==> config.mk <==
export PLATFORM = sky130hd
export DESIGN_NAME = dat_i_arbiter_n
export DESIGN_NICKNAME = d
export VERILOG_FILES = /design/src/rtl/dat_i_arbiter_n.sv
export SDC_FILE = /design/constraint.sdc
export NUM_CORES = 1
export LEC_CHECK = 0
export CORE_ASPECT_RATIO = 1.4
export CORE_MARGIN = 5
export CORE_UTILIZATION = 43
export CTS_BUF_LIST = sky130_fd_sc_hd__clkbuf_4
export DETAILED_ROUTE_END_ITERATION = 12
export GPL_TIMING_DRIVEN = 1
export PLACE_DENSITY = 0.89
export SYNTH_ARGS = -nofsm -noshare
export SYNTH_HDL_FRONTEND = slang
export SYNTH_SLANG_ARGS = --single-unit
==> constraint.sdc <==
create_clock -name clk -period 2.96 [get_ports clk]
set_input_delay 0.444 -clock clk [delete_from_list [all_inputs] [get_ports clk]]
set_output_delay 0.444 -clock clk [all_outputs]
set_load 0.01 [all_outputs]
==> src/rtl/dat_i_arbiter_n.sv <==
// rtl/dat_i_arbiter_n.sv - fixed-priority registered CPU read-data arbiter with timeout default
// Optional DAT_I_STATS_EN: implements the saturating conflict_cnt counter.
module dat_i_arbiter_n #(
  parameter int                CHANNELS = 6,
  parameter int                WIDTH    = 8,
  parameter int                TIMEOUT  = 15,
  parameter logic [WIDTH-1:0]  DEFAULT  = {WIDTH{1'b1}},
  localparam int               SW       = (CHANNELS > 1) ? $clog2(CHANNELS) : 1
) (
  input  logic                      clk,
  input  logic                      reset,
  input  logic                      rd_req,
  input  logic [CHANNELS*WIDTH-1:0] src_dat,
  input  logic [CHANNELS-1:0]       src_e,
  output logic [WIDTH-1:0]          D,
  output logic                      ack,
  output logic                      timeout,
  output logic [SW-1:0]             sel,
  output logic                      conflict,
  output logic [7:0]                conflict_cnt
);

  localparam int             WW    = (TIMEOUT > 0) ? $clog2(TIMEOUT + 1) : 1;
  localparam logic [WW-1:0]  TMO_W = WW'(TIMEOUT);
  localparam bit             NO_WAIT = (TIMEOUT == 0);

  typedef enum logic [1:0] {IDLE, WAIT, HOLD} state_t;

  state_t           state, state_n;
  logic [WW-1:0]    wcnt, wcnt_n;
  logic [WIDTH-1:0] d_n;
  logic [SW-1:0]    sel_n;
  logic             ack_n, to_n, conf_n;

  logic             hit, multi;
  logic [SW-1:0]    win_idx;
  logic [WIDTH-1:0] win_dat;

  // Scan from the top down so the lowest set index is the one left standing.
  always_comb begin
    hit     = 1'b0;
    win_idx = '0;
    win_dat = '0;
    for (int i = CHANNELS - 1; i >= 0; i--) begin
      if (src_e[i]) begin
        hit     = 1'b1;
        win_idx = SW'(i);
        win_dat = src_dat[i*WIDTH +: WIDTH];
      end
    end
    multi = ($countones(src_e) > 1);
  end

  always_comb begin
    state_n = state;
    wcnt_n  = wcnt;
    d_n     = D;
    sel_n   = sel;
    ack_n   = 1'b0;
    to_n    = 1'b0;
    conf_n  = 1'b0;
    case (state)
      IDLE: begin
        if (rd_req) begin
          if (hit) begin
            d_n     = win_dat;
            sel_n   = win_idx;
            ack_n   = 1'b1;
            conf_n  = multi;
            state_n = HOLD;
          end else if (NO_WAIT) begin
            d_n     = DEFAULT;
            ack_n   = 1'b1;
            to_n    = 1'b1;
            state_n = HOLD;
          end else begin
            wcnt_n  = WW'(1);
            state_n = WAIT;
          end
        end
      end
      WAIT: begin
        if (!rd_req) begin
          wcnt_n  = '0;
          state_n = IDLE;
        end else if (hit) begin
          d_n     = win_dat;
          sel_n   = win_idx;
          ack_n   = 1'b1;
          conf_n  = multi;
          state_n = HOLD;
        end else if (wcnt == TMO_W) begin
          d_n     = DEFAULT;
          ack_n   = 1'b1;
          to_n    = 1'b1;
          state_n = HOLD;
        end else begin
          wcnt_n = wcnt + WW'(1);
        end
      end
      HOLD: begin
        if (!rd_req) begin
          wcnt_n  = '0;
          state_n = IDLE;
        end
      end
      default: begin
        wcnt_n  = '0;
        state_n = IDLE;
      end
    endcase
  end

  always_ff @(posedge clk or posedge reset) begin
    if (reset) begin
      state    <= IDLE;
      wcnt     <= '0;
      D        <= DEFAULT;
      sel      <= '0;
      ack      <= 1'b0;
      timeout  <= 1'b0;
      conflict <= 1'b0;
    end else begin
      state    <= state_n;
      wcnt     <= wcnt_n;
      D        <= d_n;
      sel      <= sel_n;
      ack      <= ack_n;
      timeout  <= to_n;
      conflict <= conf_n;
    end
  end

`ifdef DAT_I_STATS_EN
  logic [7:0] cnt_q;

  // Counts alongside the conflict pulse so both become visible together.
  always_ff @(posedge clk or posedge reset) begin
    if (reset) begin
      cnt_q <= 8'd0;
    end else if (conf_n && cnt_q != 8'hFF) begin
      cnt_q <= cnt_q + 8'd1;
    end
  end

  assign conflict_cnt = cnt_q;
`else
  assign conflict_cnt = 8'd0;
`endif

endmodule

==> impl_metrics.env <==
export IMPL_outcome="finished, final reports clean"
export IMPL_antenna_found_initial=0
export IMPL_cp_data_required_time_ns=3.16
export IMPL_grt_max_degree=21
export IMPL_diodes=0
export IMPL_slew_violations=0
export IMPL_gr_total_overflow=0
export IMPL_syn_area_mm2=0.00143
export IMPL_criticalPathCategory="primary input to flip-flop"
export IMPL_finClkSkew_ns=0.00430
export IMPL_drtPass1Iterations=4
export IMPL_avgSynthCellArea_um2=10.1
export IMPL_ir_worst_vdd_mv=0.408
export IMPL_power_frac_clock=0.229
export IMPL_post_cts_resized=0
export IMPL_fin_crit_ns=2.43
export IMPL_detailedRoute_firstIterationViolations=51
export IMPL_pre_cts_slack_ns=0.188
export IMPL_worstSetupEndpointType="flip-flop"
export IMPL_port_buffer_count=70
export IMPL_cap_violations=0
export IMPL_fin_nets=272
export IMPL_critPathSlowestCell="fa_1"
export IMPL_clock_tree_buffer_depth=2
export IMPL_die_area_mm2=0.00460
export IMPL_internal_power_w=0.000708
export IMPL_finalCoreUtilization=0.694
export IMPL_initial_utilization=0.454
export IMPL_finalHoldViolCount=0
export IMPL_die_h_um=78.3
export IMPL_yosysWarnings=0
export IMPL_r2r_cells=4
export IMPL_fmax_mhz=412
export IMPL_p_sw_w=0.000269
export IMPL_dpl_hpwl_um=3790
export IMPL_crit_top_cell="fa_1"
export IMPL_yosysMostFrequentCell="dfrtp_1"
export IMPL_drt_total_wl_um=4790
export IMPL_yosysTopAreaCell="dfrtp_1"
export IMPL_cts_sinks=20
export IMPL_viasPerCell=5.93
export IMPL_core_area_mm2=0.00315
export IMPL_drive_gt1_frac=0.143
export IMPL_synth_ff_type="dfrtp_1"
export IMPL_vias=1477
export IMPL_fin_crit_sh=0.820
export IMPL_cp_num_buf_inv=2
export IMPL_drcViolationCount=0
export IMPL_gp_congestion=0.824
export IMPL_r2r_setup_slack_ns=0.95
export IMPL_hp_class="flip-flop to flip-flop"
export IMPL_crit_chain="clkdlybuf4s50_1, fa_1, inv_1, fa_1, nand2b_1, fa_1, a21oi_1"
export IMPL_cts_setup_buffers=0
export IMPL_grt_pass1_wl_um=7470
export IMPL_seq_area_frac_synth=0.356
export IMPL_hold_path_depth=1
export IMPL_synth_seq_cells=20
export IMPL_die_w_um=58.8
export IMPL_cts_root_buf="clkbuf_4"
export IMPL_p_leak_nw=0.882
export IMPL_cts_hold_buffers=0
export IMPL_hold_path_endpoint="sel[2]"
export IMPL_hold_ws_ns=0.510
export IMPL_num_rows=24
export IMPL_synth_top_cells_by_count="dfrtp_1 (12), buf_4 (8), dfstp_2 (8), o221ai_1 (8)"
export IMPL_arrival_ns=2.63
export IMPL_cp_start_kind="primary input"
export IMPL_ant_nets=0
export IMPL_p_comb_frac=0.381
export IMPL_synth_top_area_frac=0.210
export IMPL_yosysUniqueCellTypes=42
export IMPL_h_tree_depth=1
export IMPL_worstReg2RegEnd="D[5]"
export IMPL_insertion_delay_ns=0.30
export IMPL_layout_setup_ws_ns=0.532
export IMPL_cts_tree="yes"
export IMPL_swShare=0.275
export IMPL_yosys_top_cells_area="dfrtp_1 (21%), dfstp_2 (15%), mux2_4 (7.3%), o221ai_1 (4.9%), a221oi_1 (4.3%)"
export IMPL_grt_pass1_vias=1618
export IMPL_num_io_pins=79
export IMPL_async_flop_share=1.00
export IMPL_rsz0062_at_grt="false"
export IMPL_cp_max_fo=2
export IMPL_setup_violations=0
export IMPL_power_frac_seq=0.390
export IMPL_tns_ns=0
export IMPL_maxSlewHeadroom=0.491
export IMPL_hold_start="sel[2]"
export IMPL_worstMarginPinSlew_ns=0.763
export IMPL_routedWlPerCell_um=19.2
export IMPL_cts_buffers_inserted=3
export IMPL_syn2layout_area_growth_pct=52.7
export IMPL_grt_use_total=0.205
export IMPL_netlist_instances=142
export IMPL_synth_edf_count=0
export IMPL_rr_startpoint="state[0]"
export IMPL_power_density_mw_per_mm2=447
export IMPL_path_clk_slew_ns=0.12
export IMPL_cpPeakStageDelay_ns=0.55
export IMPL_crit_family="adder cells"
==> worst max path at each step <==
stage | slack (ns) | start | cells after the start | endpoint
finish | 0.53 | src_e[0] | 7 | conflict
global placement | 0.24 | src_e[0] | 7 | conflict
global route | 0.43 | src_e[0] | 7 | conflict
floorplan | 0.75 | src_e[0] | 6 | conflict
CTS | 0.51 | src_e[0] | 7 | conflict
detailed placement | 0.19 | src_e[0] | 7 | conflict
==> through the flow <==
stage	total power [W]	cells	area (um2)
after floorplan	0.000557	149	1460
after global placement	0.000744	245	2130
after detailed placement	0.000758	245	2130
after CTS	0.000982	249	2190
after global routing	0.00102	249	2190
final	0.000977	249	2190
==> final cells by class <==
type / count / area [um2]
clock inverter: 1 / 30.0
timing repair buffer: 74 / 731
clock buffer: 3 / 22.5
inverter: 7 / 26.3
multi-input combinational: 105 / 818
tap: 39 / 48.8
fill: 260 / 966
sequential: 20 / 510
==> flip-flops by register name, summed over array words and instances (netlist names) <==
register and flops:
D 8, ack 1, conflict 1, sel 3, state 2, timeout 1, wcnt 4
==> kinds of logic (layout without fill, tap and decap cells) <==
kind of cell	after synthesis	in the layout	synth area share
flip-flops	20	20	0.356
adder cells (fa/ha/maj)	4	4	0.0507
buffers and inverters	24	85	0.0908
multiplexers	10	10	0.0969
AND/OR/NAND/NOR	32	32	0.129
other	1	8	0.00262
XOR/XNOR	1	1	0.00611
AO/OA/AOI/OAI	50	50	0.267
==> per-layer routing <==
| layer | wire, um | global-route usage | vias up | share of wire |
|---|---|---|---|---|
| li1 | - | - | 663 | - |
| met1 | 1760 | 0.227 | 711 | 0.37 |
| met2 | 2520 | 0.383 | 87 | 0.53 |
| met3 | 346 | 0.0279 | 16 | 0.072 |
| met4 | 165 | 0.0771 | 0 | 0.034 |
| met5 | 0 | 0 | - | 0 |
==> cells in the final DEF, fill, tap and decap left out, drive strengths merged, types with 5 or more instances in the layout <==
cell	n
mux2	10
conb	8
nor2b	5
inv	6
o221ai	8
dfrtp	12
nor2	5
clkdlybuf4s50	70
a22oi	7
a221oi	7
dfstp	8
a21oi	7
o211ai	7
nand2	6
==> power groups by stage <==
| stage | clock (W) | combinational, W | sequential (W) |
|---|---|---|---|
| 4_1_cts | 0.000226 | 0.000377 | 0.000380 |
| 3_3_place_gp | 0 | 0.000362 | 0.000382 |
| 5_1_grt | 0.000238 | 0.000402 | 0.000385 |
| 2_1_floorplan | 0 | 0.000159 | 0.000398 |
| 6_report | 0.000223 | 0.000373 | 0.000381 |
| 3_5_place_dp | 0 | 0.000374 | 0.000384 |
Power figures use the tool's default switching activity.
